`config.mk`:
```
export PLATFORM = sky130hd
export DESIGN_NAME = tl_ul_link_buffer
export DESIGN_NICKNAME = d
export VERILOG_FILES = /design/src/rtl/tl_ul_link_buffer.sv
export SDC_FILE = /design/constraint.sdc
export NUM_CORES = 1
export LEC_CHECK = 0
export ABC_AREA = 0
export ABC_CLOCK_PERIOD_IN_PS = 6900
export CORE_MARGIN = 2
export CORE_UTILIZATION = 40
export CTS_BUF_LIST = sky130_fd_sc_hd__clkbuf_4
export DETAILED_ROUTE_END_ITERATION = 8
export PLACE_DENSITY = 0.68
export SYNTH_ARGS = -nofsm -noshare
export SYNTH_HDL_FRONTEND = slang
export SYNTH_SLANG_ARGS = --single-unit
```
`constraint.sdc`:
```
create_clock -name clock -period 6.9 [get_ports clock]
set_input_delay 1.725 -clock clock [delete_from_list [all_inputs] [get_ports clock]]
set_output_delay 1.725 -clock clock [all_outputs]
set_load 0.05 [all_outputs]
```
`src/rtl/tl_ul_link_buffer.sv`:
```
// TileLink-UL link buffer sitting in front of the A/D channel protocol monitor.
//
// Decouples a master port from a slave port with one FIFO per channel and caps
// the number of A beats the slave has accepted without a matching D beat.
//
// Ports:
//   clock, reset         single clock, synchronous active-high reset
//   in_a_*  / out_a_*    A channel, master side in, slave side out (84-bit payload)
//   in_d_*  / out_d_*    D channel, slave side in, master side out (49-bit payload)
//   inflight             outstanding A beats at the slave
//   err_unexpected_d     sticky: a D beat arrived with nothing outstanding

module tl_ul_link_buffer #(
    parameter int unsigned A_DEPTH      = 2,
    parameter int unsigned D_DEPTH      = 2,
    parameter int unsigned MAX_INFLIGHT = 4
) (
    input  logic        clock,
    input  logic        reset,

    input  logic        in_a_valid,
    output logic        in_a_ready,
    input  logic [83:0] in_a_bits,

    output logic        out_a_valid,
    input  logic        out_a_ready,
    output logic [83:0] out_a_bits,

    input  logic        in_d_valid,
    output logic        in_d_ready,
    input  logic [48:0] in_d_bits,

    output logic        out_d_valid,
    input  logic        out_d_ready,
    output logic [48:0] out_d_bits,

    output logic [3:0]  inflight,
    output logic        err_unexpected_d
);

    localparam int unsigned AAW = (A_DEPTH > 1) ? $clog2(A_DEPTH) : 1;
    localparam int unsigned ACW = $clog2(A_DEPTH + 1);
    localparam int unsigned DAW = (D_DEPTH > 1) ? $clog2(D_DEPTH) : 1;
    localparam int unsigned DCW = $clog2(D_DEPTH + 1);

    // A channel storage
    logic [83:0]    a_mem_q [A_DEPTH];
    logic [AAW-1:0] a_wptr_q, a_wptr_d;
    logic [AAW-1:0] a_rptr_q, a_rptr_d;
    logic [ACW-1:0] a_count_q, a_count_d;

    // D channel storage
    logic [48:0]    d_mem_q [D_DEPTH];
    logic [DAW-1:0] d_wptr_q, d_wptr_d;
    logic [DAW-1:0] d_rptr_q, d_rptr_d;
    logic [DCW-1:0] d_count_q, d_count_d;

    logic [3:0] inflight_q, inflight_d;
    logic       err_q, err_d;

    logic a_enq, a_deq, d_enq, d_deq;

    // Ready depends only on occupancy, so a full FIFO refuses a beat even when
    // it is being drained on the same edge.
    assign in_a_ready  = (a_count_q != ACW'(A_DEPTH));
    assign in_d_ready  = (d_count_q != DCW'(D_DEPTH));

    // The inflight gate uses registered state only; no input-to-valid path.
    assign out_a_valid = (a_count_q != '0) && (inflight_q != 4'(MAX_INFLIGHT));
    assign out_d_valid = (d_count_q != '0);

    assign out_a_bits  = a_mem_q[a_rptr_q];
    assign out_d_bits  = d_mem_q[d_rptr_q];

    assign inflight         = inflight_q;
    assign err_unexpected_d = err_q;

    assign a_enq = in_a_valid  & in_a_ready;
    assign a_deq = out_a_valid & out_a_ready;
    assign d_enq = in_d_valid  & in_d_ready;
    assign d_deq = out_d_valid & out_d_ready;

    always_comb begin
        a_wptr_d  = a_wptr_q;
        a_rptr_d  = a_rptr_q;
        a_count_d = a_count_q;
        if (a_enq) begin
            a_wptr_d = (a_wptr_q == AAW'(A_DEPTH - 1)) ? '0 : a_wptr_q + 1'b1;
        end
        if (a_deq) begin
            a_rptr_d = (a_rptr_q == AAW'(A_DEPTH - 1)) ? '0 : a_rptr_q + 1'b1;
        end
        unique case ({a_enq, a_deq})
            2'b10:   a_count_d = a_count_q + 1'b1;
            2'b01:   a_count_d = a_count_q - 1'b1;
            default: a_count_d = a_count_q;
        endcase
    end

    always_comb begin
        d_wptr_d  = d_wptr_q;
        d_rptr_d  = d_rptr_q;
        d_count_d = d_count_q;
        if (d_enq) begin
            d_wptr_d = (d_wptr_q == DAW'(D_DEPTH - 1)) ? '0 : d_wptr_q + 1'b1;
        end
        if (d_deq) begin
            d_rptr_d = (d_rptr_q == DAW'(D_DEPTH - 1)) ? '0 : d_rptr_q + 1'b1;
        end
        unique case ({d_enq, d_deq})
            2'b10:   d_count_d = d_count_q + 1'b1;
            2'b01:   d_count_d = d_count_q - 1'b1;
            default: d_count_d = d_count_q;
        endcase
    end

    // A D beat with nothing outstanding is still forwarded but latches the error.
    // An A fire on the same edge pairs with it, so that case is not an error.
    always_comb begin
        inflight_d = inflight_q;
        err_d      = err_q;
        if (a_deq && !d_enq) begin
            inflight_d = inflight_q + 4'd1;
        end else if (d_enq && !a_deq) begin
            if (inflight_q != 4'd0) begin
                inflight_d = inflight_q - 4'd1;
            end else begin
                err_d = 1'b1;
            end
        end
    end

    always_ff @(posedge clock) begin
        if (reset) begin
            a_wptr_q   <= '0;
            a_rptr_q   <= '0;
            a_count_q  <= '0;
            d_wptr_q   <= '0;
            d_rptr_q   <= '0;
            d_count_q  <= '0;
            inflight_q <= 4'd0;
            err_q      <= 1'b0;
        end else begin
            a_wptr_q   <= a_wptr_d;
            a_rptr_q   <= a_rptr_d;
            a_count_q  <= a_count_d;
            d_wptr_q   <= d_wptr_d;
            d_rptr_q   <= d_rptr_d;
            d_count_q  <= d_count_d;
            inflight_q <= inflight_d;
            err_q      <= err_d;
        end
    end

    // Payload storage needs no reset; occupancy decides what is visible.
    always_ff @(posedge clock) begin
        if (a_enq) begin
            a_mem_q[a_wptr_q] <= in_a_bits;
        end
        if (d_enq) begin
            d_mem_q[d_wptr_q] <= in_d_bits;
        end
    end

endmodule

```
After elaboration in Yosys (flattened, before gate mapping)

Memories as Yosys holds them, arrays and structs flattened. A register that Yosys moved wholly into a read port is not among the register bits.
Cells that the tools add are included.

Bits in registers: 13
Bits of input ports: 139
Memories kept: 2
Logic and storage cells: 64
Output and inout bits: 142
Memory bits (writable): 266

Memory list:

| memory  | depth | bits a word | read ports | clocked after memory_dff | wr ports | line | text |
|---|---|---|---|---|---|---|---|
| a_mem_q | 2     | 84          | 1          | 1                        | 1        | 47   | `logic [83:0] a_mem_q [A_DEPTH];` |
| d_mem_q | 2     | 49          | 1          | 1                        | 1        | 53   | `logic [48:0] d_mem_q [D_DEPTH];` |

Equal/unequal tests: 7
Mux-type cells: 17
$add $sub $neg: 10
Bitwise gates (word level): 6
Reductions and logical operators: 14

Operators with widths:

| kind                                                                    | number |
|---|---|
| 1-bit two-way mux                                                       | 12 |
| 4-bit two-way mux                                                       | 3 |
| 2-bit nonzero test                                                      | 6 |
| 2-bit case mux with 2 select lines                                      | 2 |
| 1-bit adder, second input constant                                      | 4 |
| 2-bit by 1-bit adder with 2-bit output, second input constant           | 2 |
| 4-bit by 1-bit adder with 4-bit output, second input constant           | 1 |
| 1-bit AND                                                               | 4 |
| 2-bit by 1-bit equality test with 1-bit output, second input constant   | 2 |
| 2-bit equality test, second input constant                              | 2 |
| 2-bit inequality test, second input constant                            | 2 |
| 4-bit by 3-bit inequality test with 1-bit output, second input constant | 1 |
| 4-bit nonzero test                                                      | 1 |
| 2-bit by 1-bit subtractor with 2-bit output, second input constant      | 2 |
| 4-bit by 1-bit subtractor with 4-bit output, second input constant      | 1 |
| 1-bit logical AND                                                       | 3 |
| 3-bit AND reduction                                                     | 1 |
| 1-bit logical NOT                                                       | 2 |
| 1-bit NOT                                                               | 2 |
| 2-bit AND reduction                                                     | 1 |

Longest topological paths before layout

Gate-level depths: netlist of the first run.

Depth after elaboration: 7
Mapped depth: 11
Mapped depth without buffers: 11

Least setup slack after synthesis of the first run

OpenSTA, ideal clock, no wires.

Path kind: input -> register
Start point: in in_a_valid
End point: mem a_mem_q[0][0] (enable)
Setup time: 0.527 ns
Path buffers: 0
Cell stages on the path: 2
Setup slack: 1.029 ns
Arrival: 5.344 ns
Required time: 6.373 ns
Path through: nand2_1 > nor2_1

Longest elaborated chain between the ends: 3

RTL lines:

| what                                    | line | text |
|---|---|---|
| start, declared                         | 21   | `input logic in_a_valid,` |
| 1-bit AND                               | 78   | `assign a_enq = in_a_valid & in_a_ready;` |
| 1-bit two-way mux                       | 157  | `if (a_enq) begin` |
| 1-bit two-way mux (not written as such) | 158  | `a_mem_q[a_wptr_q] <= in_a_bits;` |
| end, declared                           | 47   |  |

Every way passes these cells.

==> out/qor.csv, run 1 <==
stage,metric,value,unit
logic_synthesis,synth_xor_area_share,0.919,%
placed_design,place_hpwl,14400,um
routing,drt_iter0_drc,284,
logic_synthesis,synthSimpleGateAreaFrac,1.55,%
placed_design,dp.cells,1096,
global_route,grt.overflow.total,0,
critical_path,crit_arrival,2.98,ns
logic_synthesis,synth_compound_area_share,0.967,%
placed_design,portBuffers,280,
sta,hold_viol_final,0,
logic_synthesis,synth_cell_types,34,
sta,setup_viol,0,
logic_synthesis,synthMuxAreaShare,14.5,%
floorplan,die_w,165,um
routing,vias_per_cell,4.76,
routing,vias,5806,
clocking,cts_setup_buffers,0,
clocking,cts_hold_buffers,0,
global_route,grt_pass1_vias,6304,
power_and_ir_drop,p_leak,4.93,nW
clocking,clock-sinks,281,
routing,drc,0,
final_layout,nets,987,
global_route,antenna_found_initial,2,
global_route,grt_pass1_wl,33100,um
logic_synthesis,synth-seq-cells,281,
sta,slew_headroom,21.6,%
critical_path,critPathMaxFanout,84,
job,drv_cap,0,
sta,period_share,68.2,%
clocking,h-tree-depth,3,
clocking,cts_tree,done,
clocking,numCtsBuffers,73,
logic_synthesis,synth_edf_count,266,
routing,avgRoutedWirePerCell,18.1,um
clocking,cts_resized,0,
floorplan,io_pins,281,
logic_synthesis,yosysWarnings,0,
logic_synthesis,synth_top_flop_cell,edfxtp_1,
floorplan,die_h,165,um
floorplan,initial_core_util,41.0,%
critical_path,crit_required,5.18,ns
run_status,status,finished clean,
sta,fin_setup_tns,0,ns
floorplan,coreArea,0.0253,mm2
sta,finalMaxSlewViolations,0,
logic_synthesis,synth_top_family_by_area,multiplexers,
placed_design,gp_congestion,0.762,
logic_synthesis,avgSynthCellArea,20.7,um2
clocking,max-clock-path-buffers,3,
routing,wl,22100,um
logic_synthesis,synthArstFlopShare,0,%
routing,antenna_left,0,
final_layout,stdcell_count,1219,
critical_path,crit_type,reg2out,
final_layout,syn_to_final_growth,39.3,%
floorplan,dieArea,0.0272,mm2
global_route,grt_usage,16.0,%
global_route,grt_max_degree,85,
power_and_ir_drop,ir_drop,0.000268,V
critical_path,cp-start-kind,flip-flop,
final_layout,drive_above_1_share,29.1,%
clocking,cts.clk_slew.worst_paths,0.06,ns
sta,final.min_clock_period,4.70,ns
sta,worstMarginPinSlew,1.18,ns
sta,clock_skew,0.0512,ns
logic_synthesis,netlist_area,0.0103,mm2
logic_synthesis,synth-seq-area-share,80.1,%
critical_path,end_kind,output port,
sta,hold_slack,0.497,ns
logic_synthesis,syn_nets,645,
routing,drtPass1Iterations,5,
logic_synthesis,syn_inst,499,
logic_synthesis,synthAdderAreaFrac,0.919,%
power_and_ir_drop,finalPower,0.00641,W
sta,rsz0062_at_grt,false,
power_and_ir_drop,p_per_area,445,mW/mm2
floorplan,core.rowCount,58,
clocking,cts-root-buf,clkbuf_4,
clocking,clk_latency,0.64,ns
sta,fmax,213,MHz
hold_path,hold_path.class,reg2reg,
==> cells in the final DEF (no fill, tap or decap), types with 3 or more instances in the layout <==
cell type / count
nand2_1: 4
buf_4: 3
clkinv_1: 13
nor2_1: 13
clkbuf_4: 101
xnor2_1: 5
mux2_2: 133
clkinv_2: 3
inv_2: 3
ha_1: 6
xor2_1: 4
edfxtp_1: 266
inv_1: 3
clkdlybuf4s50_1: 280
a21oi_1: 4
dfxtp_1: 13
==> path summary, 6_finish.rpt <==
kind,endpoint,startpoint,slack (ns),cells after the start
hold reg to reg,err_unexpected_d$_SDFFE_PP0P_,err_unexpected_d$_SDFFE_PP0P_,0.50,2
setup / recovery,out_a_bits[3],flip-flop,2.20,2
hold / removal,err_unexpected_d$_SDFFE_PP0P_,err_unexpected_d$_SDFFE_PP0P_,0.50,2
setup reg to reg,inflight[3]$_SDFFE_PP0P_,inflight[3]$_SDFFE_PP0P_,4.31,11
==> area by class of cell <==
class	instances	area, um2
flip-flops and latches	281	8290
repair buffers	283	2830
well taps	330	413
diodes	1	2.50
multi-input cells	198	1970
clock buffers	101	758
clock inverters	21	140
fillers	1912	10800
inverters	4	15.0
==> layer usage <==
| metal | vias up | global-route usage (%) | routed length (um) |
|---|---|---|---|
| li1 | 2684 | - | - |
| met1 | 2780 | 18.0 | 8570 |
| met2 | 296 | 25.8 | 10300 |
| met3 | 44 | 7.81 | 2690 |
| met4 | 2 | 7.00 | 436 |
| met5 | - | 0 | 13 |
==> cell families after synthesis <==
group	Yosys count
muxes	133
AOI/OAI and AO/OA	15
and+or+nand+nor	33
xor gates and xnor gates	10
adders and majority gates	7
DFF	281
buffers and inverters	20
==> critical path, cell delays in order, from the launching register on <==
cell and delay, ns:
dfxtp_4 1.07, mux2_2 0.32, clkdlybuf4s50_1 0.84
==> state kept, by name, summed over array words and instances (netlist names), named ones only <==
register / flops
d_count_q: 2
a_mem_q: 168
a_rptr_q: 1
a_count_q: 2
d_mem_q: 98
err_unexpected_d: 1
d_wptr_q: 1
d_rptr_q: 1
inflight: 4
a_wptr_q: 1
==> Yosys cell counts, drive strengths merged, types with 2 or more instances <==
cell type  instances  share of area, %
mux2             133                14
nor2              15              0.54
a2111oi            2              0.18
a31oi              2              0.12
nand2b             2              0.12
edfxtp           266                77
o21ai              3              0.15
and3               3              0.19
or3                2              0.12
ha                 6              0.73
buf               16              0.93
nor3               3              0.19
nand2              5              0.21
inv                4              0.15
xnor2              6              0.58
dfxtp             15               2.9
a21oi              6              0.36
xor2               4              0.34
==> stage by stage <==
stage / util (%) / area [um2] / setup WS [ns]
5_1_grt: 57.1 / 14400 / 2.03
4_1_cts: 57.1 / 14400 / 2.05
3_5_place_dp: 53.5 / 13500 / 2.81
6_report: 57.1 / 14400 / 2.20
2_1_floorplan: - / 10300 / 1.03
3_3_place_gp: 53.5 / 13500 / 2.85
==> power by group <==
part | internal [W] | leakage, nW | switching (W)
Clock | 0.000750 | 0.538 | 0.000634
Combinational | 0.000968 | 1.78 | 0.00164
Sequential | 0.00221 | 2.61 | 0.000205
Note: power is estimated with default switching activity, not from simulation.
==> inputs of run 2 (changes only) <==
--- a/config.mk
+++ b/config.mk
@@ -6,7 +6,7 @@
 export NUM_CORES = 1
 export LEC_CHECK = 0
 export ABC_AREA = 0
-export ABC_CLOCK_PERIOD_IN_PS = 6900
+export ABC_CLOCK_PERIOD_IN_PS = 4350
 export CORE_MARGIN = 2
 export CORE_UTILIZATION = 40
 export CTS_BUF_LIST = sky130_fd_sc_hd__clkbuf_4
==> constraint.sdc (replaced) <==
create_clock -name clock -period 4.35 [get_ports clock]
set_input_delay 1.0875 -clock clock [delete_from_list [all_inputs] [get_ports clock]]
set_output_delay 1.0875 -clock clock [all_outputs]
set_load 0.05 [all_outputs]
==> run 2 against run 1 <==
Global-route usage is 0.11 points higher. Core utilization increased by 0.30 points. Clock power rose by 59%. Die area unchanged.
==> out/qor.csv, run 2 (synthesized netlist as in run 1, its figures left out) <==
stage,metric,value,unit,change
clocking,cts-root-buf,clkbuf_4,,
critical_path,crit_required,3.26,ns,-1.92 ns
final_layout,multi_input_area,0.00197,mm2,unchanged
final_layout,fill_cells,1935,,+1.2%
clocking,cts_hold_buffers,0,,unchanged
clocking,cts_resized,0,,unchanged
final_layout,syn_to_final_growth,40.1,%,
floorplan,die_h,165,um,unchanged
final_layout,fin_area,0.0145,mm2,+0.53%
critical_path,reg2reg_slack,1.74,ns,-2.57 ns
final_layout,drive_above_1_share,29.9,%,+0.88 points
final_layout,final_common_cell,clkdlybuf4s50_1,,
placed_design,gp_congestion,0.843,,+11%
final_layout,nets,992,,+0.51%
floorplan,dieArea,0.0272,mm2,unchanged
power_and_ir_drop,finalPower,0.0102,W,+59%
power_and_ir_drop,p_leak,4.98,nW,+0.87%
floorplan,die_w,165,um,unchanged
floorplan,core.rowCount,58,,unchanged
critical_path,critPathMaxFanout,44,,-48%
sta,setup_viol,0,,unchanged
sta,slew_headroom,51.2,%,+30 points
floorplan,coreArea,0.0253,mm2,unchanged
critical_path,crit_type,reg2out,,
placed_design,place_hpwl,15100,um,+4.8%
sta,fmax,256,MHz,
routing,antenna_left,0,,unchanged
sta,finalMaxSlewViolations,0,,unchanged
clocking,clk_latency,0.63,ns,about the same
sta,final.min_clock_period,3.91,ns,
sta,hold_viol_final,0,,unchanged
hold_path,hold_path.class,reg2reg,,
floorplan,initial_core_util,41.0,%,unchanged
clocking,cts_setup_buffers,0,,unchanged
routing,wl,22400,um,+1.6%
job,drv_cap,0,,unchanged
clocking,cts.clk_slew.worst_paths,0.06,ns,about the same
clocking,cts_tree,done,,
routing,vias,5833,,+0.47%
sta,clock_skew,0.0442,ns,-0.00696 ns
placed_design,portBuffers,280,,unchanged
power_and_ir_drop,p_per_area,705,mW/mm2,+58%
global_route,grt_pass1_vias,6325,,+0.33%
clocking,clock-sinks,281,,unchanged
global_route,grt_usage,16.1,%,+0.11 points
final_layout,largest_reg_flops,168,,unchanged
global_route,grt_max_degree,50,,-41%
global_route,grt.overflow.total,0,,unchanged
clocking,h-tree-depth,3,,unchanged
final_layout,seq_area,0.00829,mm2,unchanged
clocking,numCtsBuffers,73,,unchanged
power_and_ir_drop,ir_drop,0.000444,V,+66%
routing,drc,0,,unchanged
global_route,grt_pass1_wl,33100,um,unchanged
run_status,status,finished clean,,
sta,fin_setup_tns,0,ns,unchanged
placed_design,dp.cells,1101,,+0.46%
final_layout,mostFrequentLayoutCells,"clkdlybuf4s50_1 (280), edfxtp_1 (266), mux2_2 (133), clkbuf_4 (105)",,
sta,worstMarginPinSlew,0.731,ns,-0.444 ns
routing,vias_per_cell,4.77,,about the same
clocking,max-clock-path-buffers,3,,unchanged
sta,rsz0062_at_grt,false,,
critical_path,end_kind,output port,,
critical_path,crit_arrival,2.82,ns,-0.16 ns
final_layout,top_register,a_mem_q,,
placed_design,dpl_cell_area,0.0136,mm2,+0.46%
sta,period_share,89.9,%,
critical_path,cp-start-kind,flip-flop,,
routing,drt_iter0_drc,346,,+22%
floorplan,io_pins,281,,unchanged
routing,avgRoutedWirePerCell,18.3,um,+1.1%
final_layout,stdcell_count,1224,,+0.41%
routing,drtPass1Iterations,4,,-1
global_route,antenna_found_initial,2,,unchanged
==> run 2: report_power, final <==
part	switching (W)	internal, W	total (W)	leakage [nW]
logic	0.00274	0.00156	0.00431	1.81
registers	0.000198	0.00351	0.00371	2.61
clock network	0.000980	0.00122	0.00220	0.548
total	0.00392	0.00629	0.0102	4.98
==> run 2: worst paths after layout <==
check | depth (start not counted) | from | to
setup reg to reg | 11 | inflight[0]$_SDFFE_PP0P_ | inflight[3]$_SDFFE_PP0P_
hold / removal | 2 | err_unexpected_d$_SDFFE_PP0P_ | err_unexpected_d$_SDFFE_PP0P_
setup / recovery | 3 | flip-flop | out_a_bits[37]
hold reg to reg | 2 | err_unexpected_d$_SDFFE_PP0P_ | err_unexpected_d$_SDFFE_PP0P_
==> run 2: layout make-up <==
type	count	area share, %
tap	330	2.85
timing repair buffer	288	19.9
multi-input combinational	198	13.6
inverter	4	0.104
clock inverter	16	0.837
antenna	2	0.0345
clock buffer	105	5.44
sequential	281	57.2
==> run 2: layer usage <==
metal | track usage (%) | up-vias | wire length, um
met3 | 8.36 | 37 | 2790
met1 | 17.7 | 2810 | 8440
met4 | 5.97 | 0 | 388
met2 | 26.6 | 292 | 10800
met5 | 0 | - | 0
li1 | - | 2694 | -
==> run 2: worst max-delay path, stage by stage (launching register included) <==
cell             delay (ns)
dfxtp_4                0.72
buf_12                 0.31
mux2_2                 0.38
clkdlybuf4s50_1        0.73
==> run 2: stage by stage <==
step                hold slack [ns]  utilization (%)  worst slack [ns]
floorplan                     0.467                -             0.528
finish                        0.501             57.4             0.440
global placement              0.454             53.8              1.09
CTS                           0.508             57.4             0.332
global route                  0.535             57.4             0.262
detailed placement            0.500             53.8             0.950
